<file path="src/rtl/reg_dump_unit_pkg.sv">
// otter_dbg_pkg: shared types and widths for the register dump engine.
//   REG_IDX_W  - register index width (5 bits, x0..x31)
//   REG_DATA_W - register data width (32 bits)
//   dump_state_t - dump sequencer states, shared by the RTL and anything
//                  that wants to decode them.
//   idx_inc    - modulo-32 index increment used when walking the range.
package otter_dbg_pkg;

  localparam int REG_IDX_W  = 5;
  localparam int REG_DATA_W = 32;

  typedef enum logic [2:0] {
    IDLE = 3'd0,
    READ = 3'd1,
    SEND = 3'd2,
    CSUM = 3'd3,
    FIN  = 3'd4
  } dump_state_t;

  // Wraps naturally at the index width, so x31 is followed by x0.
  function automatic logic [REG_IDX_W-1:0] idx_inc(input logic [REG_IDX_W-1:0] idx);
    return idx + REG_IDX_W'(1);
  endfunction

endpackage

</file>
<file path="src/rtl/reg_dump_unit_if.sv">
// reg_dump_unit_if: valid/ready stream carrying dumped register beats.
//   DOUT      - beat data (register value or checksum)
//   DOUT_IDX  - register index of the beat (0 on the checksum beat)
//   DOUT_LAST - final beat of the dump
//   DOUT_CSUM - beat carries the checksum
//   VALID     - producer has a beat
//   READY     - consumer accepts the beat when VALID & READY
// modport master: the dump engine (producer); modport slave: the consumer.
interface reg_dump_unit_if;
  import otter_dbg_pkg::*;

  logic [REG_DATA_W-1:0] DOUT;
  logic [REG_IDX_W-1:0]  DOUT_IDX;
  logic                  DOUT_LAST;
  logic                  DOUT_CSUM;
  logic                  VALID;
  logic                  READY;

  modport master (
    output DOUT, DOUT_IDX, DOUT_LAST, DOUT_CSUM, VALID,
    input  READY
  );

  modport slave (
    input  DOUT, DOUT_IDX, DOUT_LAST, DOUT_CSUM, VALID,
    output READY
  );

endinterface

</file>
<file path="src/rtl/reg_dump_unit.sv">
// reg_dump_unit: debug read-out engine for the OTTER register file.
// On START (in IDLE) it walks register indices FIRST..LAST (wrapping mod 32)
// through an asynchronous read port and streams each value on the dump bus.
//   CLK, RST_N   - clock, synchronous active-low reset
//   START        - single-cycle request, honoured only when idle
//   FIRST, LAST  - inclusive index range, captured on an accepted START
//   RF_ADR/RF_RD - register-file read address / combinational read data
//   BUSY         - high in every state except IDLE
//   DONE         - one-cycle pulse after the final beat is accepted
//   dump         - stream master (DOUT, DOUT_IDX, DOUT_LAST, DOUT_CSUM,
//                  VALID, READY)
// Optional feature macro: REG_DUMP_CHECKSUM_EN appends a beat holding the
// XOR of every register word sent, flagged with DOUT_CSUM and DOUT_LAST.
module reg_dump_unit
  import otter_dbg_pkg::*;
(
  input  logic                  CLK,
  input  logic                  RST_N,
  input  logic                  START,
  input  logic [REG_IDX_W-1:0]  FIRST,
  input  logic [REG_IDX_W-1:0]  LAST,
  output logic [REG_IDX_W-1:0]  RF_ADR,
  input  logic [REG_DATA_W-1:0] RF_RD,
  output logic                  BUSY,
  output logic                  DONE,
  reg_dump_unit_if.master       dump
);

  dump_state_t state_q, state_d;

  logic [REG_IDX_W-1:0]  idx_q;
  logic [REG_IDX_W-1:0]  last_q;
  logic [REG_IDX_W-1:0]  rf_adr_q;
  logic [REG_DATA_W-1:0] dout_q;
  logic [REG_IDX_W-1:0]  dout_idx_q;
  logic                  dout_last_q;
  logic                  valid;
  logic                  done;
  logic                  at_last;

`ifdef REG_DUMP_CHECKSUM_EN
  logic [REG_DATA_W-1:0] csum_q;
  logic                  dout_csum_q;
`endif

  assign at_last = (idx_q == last_q);

  // State register.
  always_ff @(posedge CLK) begin
    if (!RST_N) begin
      state_q <= IDLE;
    end else begin
      state_q <= state_d;
    end
  end

  // Next-state and handshake outputs. The final register beat branches to
  // the checksum beat when that feature is built in, otherwise straight to FIN.
  always_comb begin
    state_d = state_q;
    valid   = 1'b0;
    done    = 1'b0;
    case (state_q)
      IDLE: begin
        if (START) state_d = READ;
      end
      READ: begin
        state_d = SEND;
      end
      SEND: begin
        valid = 1'b1;
        if (dump.READY) begin
          if (at_last) begin
`ifdef REG_DUMP_CHECKSUM_EN
            state_d = CSUM;
`else
            state_d = FIN;
`endif
          end else begin
            state_d = READ;
          end
        end
      end
`ifdef REG_DUMP_CHECKSUM_EN
      CSUM: begin
        valid = 1'b1;
        if (dump.READY) state_d = FIN;
      end
`endif
      FIN: begin
        done    = 1'b1;
        state_d = IDLE;
      end
      default: begin
        state_d = IDLE;
      end
    endcase
  end

  // Datapath. Output registers only change in READ (loading the next beat)
  // or on a handshake, so the beat stays stable while the consumer stalls.
  always_ff @(posedge CLK) begin
    if (!RST_N) begin
      idx_q       <= '0;
      last_q      <= '0;
      rf_adr_q    <= '0;
      dout_q      <= '0;
      dout_idx_q  <= '0;
      dout_last_q <= 1'b0;
`ifdef REG_DUMP_CHECKSUM_EN
      csum_q      <= '0;
      dout_csum_q <= 1'b0;
`endif
    end else begin
      case (state_q)
        IDLE: begin
          if (START) begin
            idx_q       <= FIRST;
            last_q      <= LAST;
            dout_last_q <= 1'b0;
`ifdef REG_DUMP_CHECKSUM_EN
            csum_q      <= '0;
            dout_csum_q <= 1'b0;
`endif
          end
        end
        READ: begin
          rf_adr_q   <= idx_q;
          dout_q     <= RF_RD;
          dout_idx_q <= idx_q;
`ifdef REG_DUMP_CHECKSUM_EN
          dout_last_q <= 1'b0;
`else
          dout_last_q <= at_last;
`endif
        end
        SEND: begin
          if (dump.READY) begin
            if (at_last) begin
`ifdef REG_DUMP_CHECKSUM_EN
              // Checksum beat is built directly so CSUM can present it at once.
              csum_q      <= csum_q ^ dout_q;
              dout_q      <= csum_q ^ dout_q;
              dout_idx_q  <= '0;
              dout_csum_q <= 1'b1;
              dout_last_q <= 1'b1;
`else
              dout_last_q <= 1'b0;
`endif
            end else begin
`ifdef REG_DUMP_CHECKSUM_EN
              csum_q <= csum_q ^ dout_q;
`endif
              idx_q <= idx_inc(idx_q);
            end
          end
        end
`ifdef REG_DUMP_CHECKSUM_EN
        CSUM: begin
          if (dump.READY) begin
            dout_csum_q <= 1'b0;
            dout_last_q <= 1'b0;
          end
        end
`endif
        default: begin
        end
      endcase
    end
  end

  // RF_ADR follows the index only while reading and otherwise holds the
  // last address it drove, so the shared read mux sees no glitching.
  assign RF_ADR = (state_q == READ) ? idx_q : rf_adr_q;

  assign BUSY = (state_q != IDLE);
  assign DONE = done;

  assign dump.DOUT      = dout_q;
  assign dump.DOUT_IDX  = dout_idx_q;
  assign dump.DOUT_LAST = dout_last_q;
  assign dump.VALID     = valid;
`ifdef REG_DUMP_CHECKSUM_EN
  assign dump.DOUT_CSUM = dout_csum_q;
`else
  assign dump.DOUT_CSUM = 1'b0;
`endif

endmodule

</file>
<file path="src/flat_wrapper.sv">
// flat-port wrapper written by rule: the top's interface ports become plain ports
module reg_dump_unit_flat import otter_dbg_pkg::*;
  (CLK, RST_N, START, FIRST, LAST, RF_ADR, RF_RD, BUSY, DONE, dump_DOUT, dump_DOUT_IDX, dump_DOUT_LAST, dump_DOUT_CSUM, dump_VALID, dump_READY);
  reg_dump_unit_if dump_i ();
  input  logic CLK;
  input  logic RST_N;
  input  logic START;
  input  logic [REG_IDX_W-1:0] FIRST;
  input  logic [REG_IDX_W-1:0] LAST;
  output logic [REG_IDX_W-1:0] RF_ADR;
  input  logic [REG_DATA_W-1:0] RF_RD;
  output logic BUSY;
  output logic DONE;
  output wire logic [$bits(dump_i.DOUT)-1:0] dump_DOUT;
  output wire logic [$bits(dump_i.DOUT_IDX)-1:0] dump_DOUT_IDX;
  output wire logic [$bits(dump_i.DOUT_LAST)-1:0] dump_DOUT_LAST;
  output wire logic [$bits(dump_i.DOUT_CSUM)-1:0] dump_DOUT_CSUM;
  output wire logic [$bits(dump_i.VALID)-1:0] dump_VALID;
  input wire logic [$bits(dump_i.READY)-1:0] dump_READY;
  assign dump_DOUT = dump_i.DOUT;
  assign dump_DOUT_IDX = dump_i.DOUT_IDX;
  assign dump_DOUT_LAST = dump_i.DOUT_LAST;
  assign dump_DOUT_CSUM = dump_i.DOUT_CSUM;
  assign dump_VALID = dump_i.VALID;
  assign dump_i.READY = dump_READY;
  reg_dump_unit u_core (.CLK(CLK), .RST_N(RST_N), .START(START), .FIRST(FIRST), .LAST(LAST), .RF_ADR(RF_ADR), .RF_RD(RF_RD), .BUSY(BUSY), .DONE(DONE), .dump(dump_i));
endmodule
</file>
<file path="config.mk">
export PLATFORM = sky130hd
export DESIGN_NAME = reg_dump_unit_flat
export DESIGN_NICKNAME = d
export VERILOG_FILES = /design/src/rtl/reg_dump_unit_pkg.sv /design/src/rtl/reg_dump_unit_if.sv /design/src/rtl/reg_dump_unit.sv /design/src/flat_wrapper.sv
export SDC_FILE = /design/constraint.sdc
export NUM_CORES = 1
export LEC_CHECK = 0
export BUFFER_PORTS_ARGS = -buffer_cell sky130_fd_sc_hd__buf_2
export CORE_ASPECT_RATIO = 0.7
export CORE_MARGIN = 2
export CORE_UTILIZATION = 50
export CTS_CLUSTER_DIAMETER = 40
export DETAILED_ROUTE_END_ITERATION = 16
export PLACE_DENSITY = 0.82
export SLEW_MARGIN = 10
export SYNTH_ARGS = -nofsm -noshare
export SYNTH_HDL_FRONTEND = slang
export SYNTH_SLANG_ARGS = --single-unit
</file>
<file path="constraint.sdc">
create_clock -name CLK -period 4.2 [get_ports CLK]
set_input_delay 0.42 -clock CLK [delete_from_list [all_inputs] [get_ports CLK]]
set_output_delay 0.42 -clock CLK [all_outputs]
set_load 0.01 [all_outputs]
</file>
# --- After elaboration in Yosys (flattened, before gate mapping) ---
# Cells that the tools add are included.
# Widths: inputs -> output; s select.
totals:
  mem_count: 0
  latchBits: 0
  register_bits: 56
  word_cells: 39
  romBits: 0
  ramBits: 0
classes:
  n_bitwise: 0
  n_mul: 0
  muxes: 15
  n_eq_ne: 8
  addsub: 1
  n_shift: 0
  order_cmp: 0
  n_div: 0
  reduce_logical: 8
ops:
  columns: ["cell", "n"]
  rows:
  - ["$mux 5", 4]
  - ["$pmux 5 s2", 1]
  - ["$mux 3", 3]
  - ["$pmux 3 s3", 1]
  - ["$reduce_and 4->1", 2]
  - ["$ne 2x2->1 const B", 3]
  - ["$reduce_bool 3->1", 2]
  - ["$add 5x1->5 const B", 1]
  - ["$eq 5x5->1", 1]
  - ["$mux 1", 5]
  - ["$reduce_and 2->1", 2]
  - ["$eq 3x1->1 const B", 1]
  - ["$eq 3x2->1 const B", 1]
  - ["$eq 3x3->1 const B", 1]
  - ["$logic_not 3->1", 1]
  - ["$pmux 1 s3", 1]
  - ["$ne 2x1->1 const B", 1]
  - ["$reduce_bool 2->1", 1]

# --- Depth between registers and ports, before layout ---
# Gate-level depths: netlist of the first run.
depth:
  depth_word: 4
  mapped_depth: 6
  ltp_nobuf: 5

# --- Worst setup path after synthesis of the first run ---
# Ideal clock, no wire load.
synth_path:
  path_kind: "register -> output"
  startpoint: "register u_core.state_q[0]"
  endpoint: "output RF_ADR[1]"
  arrival_ps: 1317
  t_required_ps: 3780
  path_stages_with_launch: 6
  slack_ps: 2463
  cell_sequence: "dfxtp_1 -> or3b_2 -> clkbuf_1 -> clkbuf_1 -> nand2_1 -> nand2_1"
synth_via:
  elab_chain_len: 2
synth_rtl:
  columns: ["element", "line", "rtl"]
  rows:
  - ["from (decl)", "reg_dump_unit.sv:29", "dump_state_t state_q, state_d;"]
  - ["from (signal assigned)", "reg_dump_unit.sv:53", "state_q <= state_d;"]
  - ["$eq 3x1->1", "reg_dump_unit.sv:174", "assign RF_ADR = (state_q == READ) ? idx_q : rf_adr_q;"]
  - ["$mux 5", null, null]
  - ["to (decl)", "flat_wrapper.sv:10", "output logic [REG_IDX_W-1:0] RF_ADR;"]
# No other way between the ends.

# --- Worst setup path after layout of the first run ---
layout_path:
  startpoint: "register u_core.state_q[0]"
  endpoint: "output RF_ADR[2]"
# Same word-level chain as after synthesis.

==> reports/metrics.cfg, run 1 <==
[floorplan]
die-area_um2=5175
die_w_um=85.13
ios=93
num_rows=20
die_h_um=60.79
coreArea_um2=4379
start_util_pct=52.60

[clocking]
cts_setup_buffers=0
cts_tree=built
cts_root_buf=clkbuf_8
h-tree-depth=2
cts_made_buffers=5
cts_hold_buf=0
insertion_delay_ns=0.30
cts.repair.resized=0
clk_pin_slew_ns=0.10
cts_sinks=56
ctsLongestPathBuffers=2

[detailed_routing]
top_layer_used=met4
vias=2159
firstDrtPassIters=4
routed_wl_mm=5.308
drtAntennaViolNets=0
wl_met2_mm=2.259
drc=0
dr_wl_met3_um=522
initialDrtViolationCount=100
drt-met1-wl_mm=2.489
vias_per_cell=5.153
wl_per_cell_um=12.67

[power]
net-switching-power_uw=298.4
p_per_area_nw_per_um2=372.3
pwr-share-seq_pct=55.8
p_clk_share_pct=26.2
p_int_uw=755.7
combPwrFrac_pct=18.0
vdd_drop_max_uv=195.4
leakage_nw=1.333
swShare_pct=28.31
power_mw=1.054

[timing]
setup_violations=0
rsz0062_at_grt=no
post-route-period-util_pct=56.52
clock.fmax_mhz=421.3
finClkSkew_ns=0.007045
slew_viol_final=0
tns_ns=0
hold_viol_final=0
finalCriticalPeriod_ns=2.374
tightest_slew_ns=1.049
maxSlewHeadroom_pct=29.12
hold_ws_ns=0.3404

[grt]
gr-usage-all-layers_pct=21.31
grt_overflow=0
grt_pass1_vias=1905
grt_pass1_wl_mm=8.631
grt_antenna_before_repair=0
grt_max_degree=43

[place]
place.gp.congestion=0.8707
port_buffers=91
place_hpwl_mm=3.806

[synth]
ys_seq_elements=56
avgSynthCellArea_um2=8.168
synth_edf_count=0
ys.flop_type=dfxtp_1
yosys_warnings=0
synth_area_um2=2303
ys_types=45
synthArstFlopShare_pct=0
synth_fp_nets=329
netlist_instances=282
yosysSeqAreaShare_pct=48.67

[cells_and_area]
diodes=0
fin_nets=411
syn2layout_area_growth_pct=22.92
drive_gt1_share_pct=30.22
n_fill_cell=400

[hold_path]
worst_hold_path.num_cells=3
worstHoldStart=RF_RD[31]
hold_end=u_core.dump.DOUT[31]
hold_class=in -> reg

[setup_path]
worstPathArrival_ns=1.95
critical_path.startpoint_type=flip-flop
path_max_fanout=42
worst-r2r-cell-count=4
r2r-start=u_core.idx_q[3]
worstPathRequired_ns=3.78
path_class=reg -> out
end_kind=output pin
r2r_setup_slack_ns=2.05
worstReg2RegEnd=u_core.idx_q[1]

[outcome]
outcome=finished, final reports clean

[run]
max_cap_violations=0

cells in the mapped netlist, types with 2 or more instances:
master	n	area, um2
a211oi_1	3	22.52
a21o_1	2	15.01
a21oi_1	42	210.2
and2_1	4	25.02
and3_1	2	12.51
buf_2	2	10.01
buf_6	2	22.52
clkbuf_1	12	45.04
dfxtp_1	56	1121
inv_1	5	18.77
mux2i_1	6	60.06
nand2_1	90	337.8
nor2_1	14	52.55
nor2b_1	2	12.51
nor3b_1	2	15.01
nor3b_2	2	25.02
o21ai_1	2	10.01
o22ai_1	3	18.77
or3_1	2	12.51
xnor2_1	2	17.52
xor2_1	3	26.28
worst max-delay path, cell delays in order (launching register included):
cell	delay, ns
dfxtp_1	0.41
or3b_2	0.80
nand2_1	0.20
nand2_1	0.08
buf_2	0.14
power groups by stage:
stage | registers [mW] | clock network (mW) | logic, mW
global route | 0.593 | 0.309 | 0.212
CTS | 0.588 | 0.282 | 0.191
detailed placement | 0.600 | 0 | 0.190
finish | 0.589 | 0.276 | 0.190
global placement | 0.599 | 0 | 0.186
floorplan | 0.604 | 0 | 0.121
layer usage:
| layer | vias to the layer above | global-route usage [%] |
|---|---|---|
| met5 | - | 0 |
| met4 | 0 | 8.163 |
| met3 | 5 | 5.578 |
| met2 | 104 | 32.48 |
| met1 | 954 | 29.46 |
| li1 | 1096 | - |
cell type report:
type,instances,area [um2],share of cell area [%]
Tap cell,55,68.82,2.430
Timing Repair Buffer,94,478.0,16.88
Sequential cell,56,1121,39.59
Inverter,6,22.52,0.7954
Clock buffer,5,68.82,2.430
Clock inverter,2,12.51,0.4419
Multi-Input combinational cell,201,1060,37.43
metrics by stage:
stage / std cells / utilization [%] / worst slack (ns) / instance area (um2)
after detailed placement: 412 / 62.80 / 2.001 / 2750
after global routing: 419 / 64.66 / 1.673 / 2831
after global placement: 412 / 62.80 / 2.072 / 2750
after CTS: 419 / 64.66 / 1.821 / 2831
after floorplan: 282 / - / 2.463 / 2303
final: 419 / 64.66 / 1.826 / 2831
worst max path at each step:
stage | start | endpoint
floorplan | u_core.state_q[0] | RF_ADR[1]
global placement | RST_N | u_core.idx_q[1]
detailed placement | RST_N | u_core.idx_q[1]
CTS | u_core.state_q[0] | RF_ADR[3]
global route | u_core.state_q[0] | RF_ADR[2]
finish | u_core.state_q[0] | RF_ADR[2]
registers in the layout, indices dropped and copies added, names as in the netlist:
signal                 cells
u_core.last_q              5
u_core.dump.DOUT_LAST      1
u_core.state_q             3
u_core.rf_adr_q            5
u_core.idx_q               5
u_core.dump.DOUT          32
u_core.dump.DOUT_IDX       5
placed cells by master, fill, tap and decap left out, types with 2 or more instances in the layout:
cell       n
buf_2     91
nand2_1   90
dfxtp_1   56
a21oi_1   42
nor2_1    14
mux2i_1    6
inv_1      5
clkbuf_8   5
and2_1     4
nor3b_2    3
xor2_1     3
a211oi_1   3
o22ai_1    3
buf_4      3
or3_1      2
xnor2_1    2
a21o_1     2
o21ai_1    2
nor2b_1    2
and3_1     2
logic make-up (layout without fill, tap and decap cells):
family,after synthesis,in the layout,synth area share (%)
multiplexers,7,7,3.096
AND/OR/NAND/NOR,126,126,24.44
buffers and inverters,25,107,5.540
other,1,1,0.1628
XOR/XNOR,5,5,1.901
flip-flops,56,56,48.67
AO/OA/AOI/OAI,61,61,15.64
adder cells (fa/ha/maj),1,1,0.5431
No activity file was read; power rests on OpenSTA's default activity.
==> inputs of run 2 (changes only) <==
--- a/config.mk
+++ b/config.mk
@@ -5,13 +5,14 @@
 export SDC_FILE = /design/constraint.sdc
 export NUM_CORES = 1
 export LEC_CHECK = 0
+export ABC_AREA = 1
 export BUFFER_PORTS_ARGS = -buffer_cell sky130_fd_sc_hd__buf_2
 export CORE_ASPECT_RATIO = 0.7
 export CORE_MARGIN = 2
-export CORE_UTILIZATION = 50
+export CORE_UTILIZATION = 48
 export CTS_CLUSTER_DIAMETER = 40
 export DETAILED_ROUTE_END_ITERATION = 16
-export PLACE_DENSITY = 0.82
+export PLACE_DENSITY = 0.79
 export SLEW_MARGIN = 10
 export SYNTH_ARGS = -nofsm -noshare
 export SYNTH_HDL_FRONTEND = slang
==> constraint.sdc (replaced) <==
create_clock -name CLK -period 2.29 [get_ports CLK]
set_input_delay 0.229 -clock CLK [delete_from_list [all_inputs] [get_ports CLK]]
set_output_delay 0.229 -clock CLK [all_outputs]
set_load 0.01 [all_outputs]
==> run 2 against run 1 <==
Compared with the run above:
- non-clock buffer count down 1
- wire length down 0.40%
- critical path type unchanged
- setup slack worse by 1.5 ns
- sequential power up 100%
- via count up 0.42%
==> reports/metrics.cfg, run 2 <==
[power]
combPwrFrac_pct=27.2
vdd_drop_max_uv=500.0
leakage_nw=1.447
p_int_mw=1.562
pwr-share-seq_pct=50.7
swShare_pct=33.69
net-switching-power_uw=793.6
p_clk_share_pct=22.2
p_per_area_nw_per_um2=829.0

[synth]
yosysMostFrequentCell=nor2_1
synthArstFlopShare_pct=0
synth_area_um2=2301
synth.top_cell.area_share_pct=48.72
ys_seq_elements=56
synthTopCellsByCount=72 x nor2_1, 56 x dfxtp_1, 50 x nand2_1
yosysTopAreaCell=dfxtp_1
ys.flop_type=dfxtp_1
synth_edf_count=0
yosys_warnings=0
ys_types=32
netlist_instances=301
ys_top_cells_by_area=dfxtp_1 49%, nor2_1 12%, nand2_1 8.2%, o21ai_0 7.6%, a21oi_1 4.1%
avgSynthCellArea_um2=7.644
yosysSeqAreaShare_pct=48.72
synth_fp_nets=348

[timing]
setup_violations=0
setup_slack_ns=0.3231
rsz0062_at_grt=no
hold_viol_final=0
clock.fmax_mhz=508.4
tns_ns=0
maxSlewHeadroom_pct=58.48
finClkSkew_ns=0.003284
finalCriticalPeriod_ns=1.967
post-route-period-util_pct=85.89
tightest_slew_ns=0.6190
slew_viol_final=0

[clocking]
insertion_delay_ns=0.30
clk_pin_slew_ns=0.10
cts_made_buffers=5
ctsLongestPathBuffers=2
cts_tree=built
cts_sinks=56
cts_root_buf=clkbuf_8
h-tree-depth=2

[place]
dp.cells=436
place.gp.congestion=0.8439
place_ws_ns=0.4313
place_hpwl_mm=3.813
port_buffers=91

[run]
max_cap_violations=0

[floorplan]
num_rows=21
start_util_pct=48.92
die-area_um2=5372
die_h_um=61.93
die_w_um=86.76
coreArea_um2=4703
ios=93

[setup_path]
end_kind=output pin
critical_path.startpoint_type=flip-flop
worstPathArrival_ns=1.74
worstPathRequired_ns=2.06
path_class=reg -> out
path_max_fanout=44

[grt]
grt_pass1_wl_mm=8.473
grt_antenna_before_repair=0
grt_pass1_vias=1886
grt_overflow=0
grt_max_degree=45
gr-usage-all-layers_pct=20.46

[cells_and_area]
layout_commonest_cell=buf_2
fin_cells=443
fin_nets=433
largest_reg_flops=32
syn2layout_area_growth_pct=23.49
drive_gt1_share_pct=30.31
diodes=0
final_cell_mix=91 x buf_2, 72 x nor2_1, 56 x dfxtp_1, 50 x nand2_1, 35 x o21ai_0

[detailed_routing]
initialDrtViolationCount=117
vias_per_cell=4.894
routed_wl_mm=5.287
wl_per_cell_um=11.93
vias=2168
drc=0
drtAntennaViolNets=0
firstDrtPassIters=4

[outcome]
outcome=finished, final reports clean

[hold_path]
hold_class=in -> reg

run 2: cell count changes after synthesis, moves of 4 or more:
cell      delta
mux2i_1      -6
clkbuf_1     -7
nand2_1     -40
nor2_1      +58
inv_2        +4
o21ai_0     +34
nand3_1     +11
inv_1        +6
a21oi_1     -23
and2_1       -4
run 2: repair_timing:
| action | in CTS | in global routing |
|---|---|---|
| buffers inserted | 0 | 0 |
| hold buffers | 0 | 0 |
| endpoints found under the setup margin | 0 | 5 |
| resized for setup | 0 | 2 |
run 2: per-stage QoR:
stage | power, mW | hold WS (ns) | instance area [um2] | util (%)
2_1_floorplan | 1.641 | 0.3639 | 2301 | -
3_3_place_gp | 1.837 | 0.4492 | 2758 | 58.63
3_5_place_dp | 1.852 | 0.4519 | 2758 | 58.63
4_1_cts | 2.363 | 0.1411 | 2839 | 60.36
5_1_grt | 2.502 | 0.1432 | 2841 | 60.42
6_report | 2.356 | 0.1441 | 2841 | 60.42
run 2: logic make-up (layout without fill, tap and decap cells):
| logic type | after synthesis | after routing | share of synthesized area (%) |
|---|---|---|---|
| flip-flops | 56 | 56 | 48.72 |
| adder cells (fa/ha/maj) | 1 | 1 | 0.5437 |
| AO/OA/AOI/OAI | 61 | 61 | 13.87 |
| buffers and inverters | 33 | 118 | 7.015 |
| other | 1 | 1 | 0.1630 |
| AND/OR/NAND/NOR | 147 | 147 | 28.93 |
| XOR/XNOR | 2 | 2 | 0.7614 |
run 2: layout make-up:
type	instances	area [um2]
clock buffer	6	72.57
clock inverter	1	8.758
tap	57	71.32
inverter	18	72.57
multi-input combinational	212	1025
fill	443	1862
timing repair buffer	93	470.5
sequential	56	1121
run 2: power by group through the flow:
stage / clock network, mW / registers (mW) / logic (mW)
floorplan: 0 / 1.24 / 0.399
global placement: 0 / 1.21 / 0.627
detailed placement: 0 / 1.21 / 0.639
CTS: 0.529 / 1.19 / 0.642
global route: 0.567 / 1.21 / 0.723
finish: 0.522 / 1.19 / 0.640
run 2: worst max-delay path, stage by stage, from the launching register on:
cell     delay [ns]
dfxtp_1        0.43
inv_1          0.12
nor3_4         0.29
inv_4          0.25
nand2_1        0.15
nand2_1        0.06
buf_2          0.13
run 2: path summary, 6_finish.rpt:
check,startpoint,end,slack (ns),depth (start not counted)
min reg2reg,u_core.dump.DOUT_IDX[3],u_core.dump.DOUT_IDX[3],0.47,2
max reg2reg,u_core.idx_q[0],u_core.idx_q[2],0.76,8
max,u_core.state_q[0],RF_ADR[3],0.32,6
min,RF_RD[16],u_core.dump.DOUT[16],0.14,3
run 2: metal layers:
metal / GRT usage (%) / vias to the layer above / share of wire, %
met5: 0 / - / 0
met4: 6.920 / 0 / 0.96
met3: 5.416 / 4 / 7.5
met2: 32.53 / 70 / 44
met1: 27.62 / 961 / 48
li1: - / 1133 / -
